`src/rtl/shared_resource_arbiter.sv`:
```
// Two-client round-robin front end for a 1-cycle, one-hot-tagged shared resource.
// Define SHARED_RESOURCE_ARB_ERRCHK_EN to build the sticky protocol checker driving err.
module shared_resource_arbiter #(
    parameter int unsigned DATA_W = 32
) (
    input  logic                clk,
    input  logic                reset,
    input  logic [1:0]          req_valid,
    output logic [1:0]          req_ready,
    input  logic [2*DATA_W-1:0] req_data,
    output logic [1:0]          rsp_valid,
    input  logic [1:0]          rsp_ready,
    output logic [2*DATA_W-1:0] rsp_data,
    output logic [1:0]          res_in_valid,
    output logic [DATA_W-1:0]   res_input,
    input  logic [1:0]          res_out_valid,
    input  logic [DATA_W-1:0]   res_output,
    output logic                err
);

    typedef enum logic [1:0] {
        StIdle = 2'd0,
        StWait = 2'd1,
        StResp = 2'd2
    } client_state_e;

    client_state_e             state_q     [2];
    client_state_e             state_d     [2];
    logic          [DATA_W-1:0] rsp_data_q [2];
    logic          [DATA_W-1:0] rsp_data_d [2];
    logic          [1:0]        rsp_valid_q;
    logic          [1:0]        rsp_valid_d;

    logic                       rr_q;
    logic                       rr_d;
    logic          [1:0]        eligible;
    logic          [1:0]        grant;

    logic          [1:0]        res_in_valid_q;
    logic          [1:0]        res_in_valid_d;
    logic          [DATA_W-1:0] res_input_q;
    logic          [DATA_W-1:0] res_input_d;

    // ------------------------------------------------------------------
    // Arbitration
    // ------------------------------------------------------------------
    always_comb begin
        for (int i = 0; i < 2; i++) begin
            eligible[i] = (state_q[i] == StIdle) && req_valid[i];
        end
    end

    // A lone winner hands priority to the other client for the next contention.
    always_comb begin
        grant = 2'b00;
        rr_d  = rr_q;
        unique case (eligible)
            2'b11: begin
                grant = rr_q ? 2'b10 : 2'b01;
                rr_d  = ~rr_q;
            end
            2'b01: begin
                grant = 2'b01;
                rr_d  = 1'b1;
            end
            2'b10: begin
                grant = 2'b10;
                rr_d  = 1'b0;
            end
            default: begin
                grant = 2'b00;
                rr_d  = rr_q;
            end
        endcase
    end

    assign req_ready = grant;

    // ------------------------------------------------------------------
    // Issue stage
    // ------------------------------------------------------------------
    always_comb begin
        res_in_valid_d = grant;
        res_input_d    = res_input_q;
        if (grant[1]) begin
            res_input_d = req_data[DATA_W +: DATA_W];
        end else if (grant[0]) begin
            res_input_d = req_data[0 +: DATA_W];
        end
    end

    // ------------------------------------------------------------------
    // Per-client FSMs and response slots
    // ------------------------------------------------------------------
    always_comb begin
        for (int i = 0; i < 2; i++) begin
            state_d[i]    = state_q[i];
            rsp_data_d[i] = rsp_data_q[i];
            unique case (state_q[i])
                StIdle: begin
                    if (grant[i]) begin
                        state_d[i] = StWait;
                    end
                end
                StWait: begin
                    if (res_out_valid[i]) begin
                        state_d[i]    = StResp;
                        rsp_data_d[i] = res_output;
                    end
                end
                StResp: begin
                    if (rsp_ready[i]) begin
                        state_d[i] = StIdle;
                    end
                end
                default: begin
                    state_d[i] = StIdle;
                end
            endcase
            rsp_valid_d[i] = (state_d[i] == StResp);
        end
    end

    always_ff @(posedge clk or posedge reset) begin
        if (reset) begin
            rr_q           <= 1'b0;
            res_in_valid_q <= 2'b00;
            res_input_q    <= '0;
            rsp_valid_q    <= 2'b00;
            for (int i = 0; i < 2; i++) begin
                state_q[i]    <= StIdle;
                rsp_data_q[i] <= '0;
            end
        end else begin
            rr_q           <= rr_d;
            res_in_valid_q <= res_in_valid_d;
            res_input_q    <= res_input_d;
            rsp_valid_q    <= rsp_valid_d;
            for (int i = 0; i < 2; i++) begin
                state_q[i]    <= state_d[i];
                rsp_data_q[i] <= rsp_data_d[i];
            end
        end
    end

    assign res_in_valid = res_in_valid_q;
    assign res_input    = res_input_q;
    assign rsp_valid    = rsp_valid_q;
    assign rsp_data     = {rsp_data_q[1], rsp_data_q[0]};

    // ------------------------------------------------------------------
    // Protocol checker
    // ------------------------------------------------------------------
`ifdef SHARED_RESOURCE_ARB_ERRCHK_EN
    logic       err_q;
    logic       err_d;
    logic [1:0] issued_q;

    // issued_q marks the cycle in which the resource must return the tag.
    always_comb begin
        err_d = err_q;
        if (res_out_valid == 2'b11) begin
            err_d = 1'b1;
        end
        for (int i = 0; i < 2; i++) begin
            if (res_out_valid[i] && (state_q[i] != StWait)) begin
                err_d = 1'b1;
            end
            if (issued_q[i] && (state_q[i] == StWait) && !res_out_valid[i]) begin
                err_d = 1'b1;
            end
        end
    end

    always_ff @(posedge clk or posedge reset) begin
        if (reset) begin
            err_q    <= 1'b0;
            issued_q <= 2'b00;
        end else begin
            err_q    <= err_d;
            issued_q <= res_in_valid_q;
        end
    end

    assign err = err_q;
`else
    assign err = 1'b0;
`endif

endmodule

```
`config.mk`:
```
export PLATFORM = sky130hd
export DESIGN_NAME = shared_resource_arbiter
export DESIGN_NICKNAME = d
export VERILOG_FILES = /design/src/rtl/shared_resource_arbiter.sv
export SDC_FILE = /design/constraint.sdc
export NUM_CORES = 1
export LEC_CHECK = 0
export CORE_MARGIN = 3
export CORE_UTILIZATION = 37
export DETAILED_ROUTE_END_ITERATION = 8
export PLACE_DENSITY = 0.81
export SETUP_SLACK_MARGIN = 0.5
export SKIP_LAST_GASP = 1
export SYNTH_ARGS = -nofsm -noshare
export SYNTH_HDL_FRONTEND = slang
export SYNTH_SLANG_ARGS = --single-unit
```
`constraint.sdc`:
```
create_clock -name clk -period 3.1 [get_ports clk]
set_clock_uncertainty 0.1 [all_clocks]
set_input_delay 0.31 -clock clk [delete_from_list [all_inputs] [get_ports clk]]
set_output_delay 0.31 -clock clk [all_outputs]
set_load 0.01 [all_outputs]
```
==> flow_summary.yaml <==
synth:
  async_flop_share: 1.00
  synth_area_leader_cell: "dfrtp_1"
  yosysTopAreaCellShare: 0.612
  ys_ff_latch: 105
  yosysSeqAreaShare: 0.612
  synth_commonest_cells: "105 x dfrtp_1, 65 x mux2_2, 37 x nor2_1, 33 x mux2i_1, 31 x a21oi_1"
  synth_nets: 425
  synth_top_family_by_area: "multiplexers"
  yosysUniqueCellTypes: 27
  yosysMostFrequentCell: "dfrtp_1"
  synthSimpleGateAreaFrac: 0.0519
  synth_cells: 318
  synth_flop_cell: "dfrtp_1"
  synthXorXnorAreaFrac: 0
  yosysWarnings: 0
  postSynthAreaPerCell_um2: 13.5
  synth_adder_area_share: 0.00874
  synth_compound_gate_area_share: 0.0475
  synth.top_cells.by_area: "dfrtp_1 61%, mux2_2 17%, mux2i_1 7.7%, a21oi_1 3.6%, nor2_1 3.2%"
  synth-edff-count: 0
  syn_area_um2: 4290
  synth_mux_area_frac: 0.251
sta:
  finalHoldViolCount: 0
  rsz0062_at_grt: "true"
  finalCritPeriodShare: 0.825
  fin_crit_ns: 2.56
  slew_headroom: 0.492
  slew_violations: 0
  setup_tns_ns: 0
  max_freq_ghz: 0.391
  worstMarginPinSlew_ns: 0.759
  setup_viol: 0
clock_network:
  cts_tree: "done"
  cts_num_sinks: 105
  holdBufCountCts: 0
  insertion_delay_ns: 0.33
  path_clk_slew_ns: 0.07
  htree_levels: 3
  cts_buffer_depth: 2
  root_buffer: "clkbuf_16"
  cts-buffers-inserted: 9
global_routing:
  grt_remaining_overflow: 0
  antenna_found_initial: 1
  grt.total_usage: 0.172
  grt_max_degree: 64
  grt_pass1_vias: 3483
  grt_pass1_wl_um: 17800
floorplan:
  die_w_um: 114
  rows: 38
  dieArea_um2: 12900
  ios: 207
  die_h_um: 114
  core_area_um2: 11100
  start_util: 0.388
final_layout:
  num_antenna_cells: 0
  num-fill-cells: 886
  fin_area_um2: 6850
  fin_util: 0.618
  syn2layout_area_growth_pct: 59.5
  final_net_count: 632
  layout-drive-gt1-share: 0.187
route:
  vias: 3271
  drt-met1-wl_um: 4100
  drt_first_pass_iters: 4
  wire_per_inst_um: 16.6
  ant_nets: 0
  drtIter0Drc: 71
  top_layer_used: "met5"
  wl_met2_um: 5810
  viasPerCell: 4.88
  dr_wl_met3_um: 1050
  finalWirelength_um: 11100
  drcViolationCount: 0
setup_path:
  worstSetupPathType: "register to output port"
  worstPathRequired_ns: 2.69
  cp-end-kind: "output port"
  critical_path.max_fanout: 6
  startpoint_type: "register"
  critPathArrivalTime_ns: 2.15
  reg2reg_setup_slack_ns: 0.64
hold_path:
  min_path_type: "input port to asynchronous set/reset pin"
placement:
  place_area_um2: 6520
  numPortBuffers: 205
  dp_hpwl_um: 8450
  place.gp.congestion: 0.748
power_and_ir_drop:
  leakage_nw: 2.99
  power_density_nw_per_um2: 1020
  ir_worst_vdd_mv: 0.599
outcome:
  run_status: "finished, final reports clean"
run:
  maxCapViolCount: 0
## cells in the final DEF (no fill, tap or decap), drive strengths merged
cell	n
o22ai	1
or3b	2
nand3b	2
clkbuf	11
a211oi	2
conb	1
ha	3
dfrtp	105
a22oi	1
a21oi	31
inv	7
nor3	1
clkinv	1
clkinvlp	1
nor3b	1
nor4b	1
nand2b	2
nor2	37
nand2	4
mux2	65
a221o	1
clkdlybuf4s50	203
bufinv	2
o21ai	2
buf	9
mux2i	34
## critical path: stages (launching register included)
cell,delay (ns)
dfrtp_2,0.44
or3b_1,0.40
inv_1,0.13
ha_2,0.24
nand2_1,0.06
mux2_2,0.28
inv_1,0.11
clkbuf_2,0.16
## flip-flops by register name, indices dropped and copies added (netlist names)
register / cells
rsp_data: 64
rr_q: 1
res_input: 32
res_in_valid: 2
rsp_valid: 2
state_q: 4
## area by class of cell
cell class,count,area (um2),area share
flip-flops and latches,105,2630,0.384
repair buffers,214,2130,0.312
multi-input cells,191,1560,0.228
clock buffers,9,225,0.0329
well taps,140,175,0.0256
clock inverters,7,106,0.0155
inverters,4,18.8,0.00274
## routing by layer
layer  up-vias  global-route usage
met2       126               0.314
met5         -                   0
met1      1611               0.185
met4         2              0.0329
met3        10              0.0769
li1       1522                   -
## path summary, 6_finish.rpt
kind	startpoint	depth (start not counted)	endpoint
worst max-delay path	state_q[0]$_DFF_PP0_	7	req_ready[1]
worst min-delay path	reset	2	rsp_data[55]$_DFFE_PP0P_
worst max register to register	state_q[0]$_DFF_PP0_	8	res_input[3]$_DFFE_PP0P_
worst min register to register	state_q[3]$_DFF_PP0_	1	state_q[2]$_DFF_PP0_
max in group asynchronous	reset	3	rsp_data[2]$_DFFE_PP0P_
min in group clk	state_q[3]$_DFF_PP0_	1	state_q[2]$_DFF_PP0_
## logic make-up after synthesis
family / count (synthesis)
compound gates: 38
fa+ha+maj: 3
buf+inv: 22
flops: 105
mux: 99
other cells: 1
simple gates: 50
## report_power, final
| part | internal, mW | leakage [nW] | total, mW | switching, mW |
|---|---|---|---|---|
| Combinational | 1.94 | 1.61 | 3.30 | 1.35 |
| Clock | 0.724 | 0.163 | 1.24 | 0.515 |
| Sequential | 2.06 | 1.22 | 2.43 | 0.372 |
## stage by stage
stage | setup WS [ns] | std cells | hold slack [ns] | power (mW)
floorplan | 0.869 | 318 | 0.305 | 3.98
CTS | 0.375 | 670 | 0.148 | 7.07
global placement | 0.191 | 654 | 0.362 | 5.66
detailed placement | 0.146 | 654 | 0.377 | 5.80
finish | 0.542 | 670 | 0.152 | 6.97
global route | 0.436 | 670 | 0.150 | 7.41
## timing repair
action                                  in CTS  in global routing
buffers inserted                             0                  0
endpoints found under the setup margin       2                  3
gates resized for setup                      4                  5
Note: power is estimated with default switching activity, not from simulation.
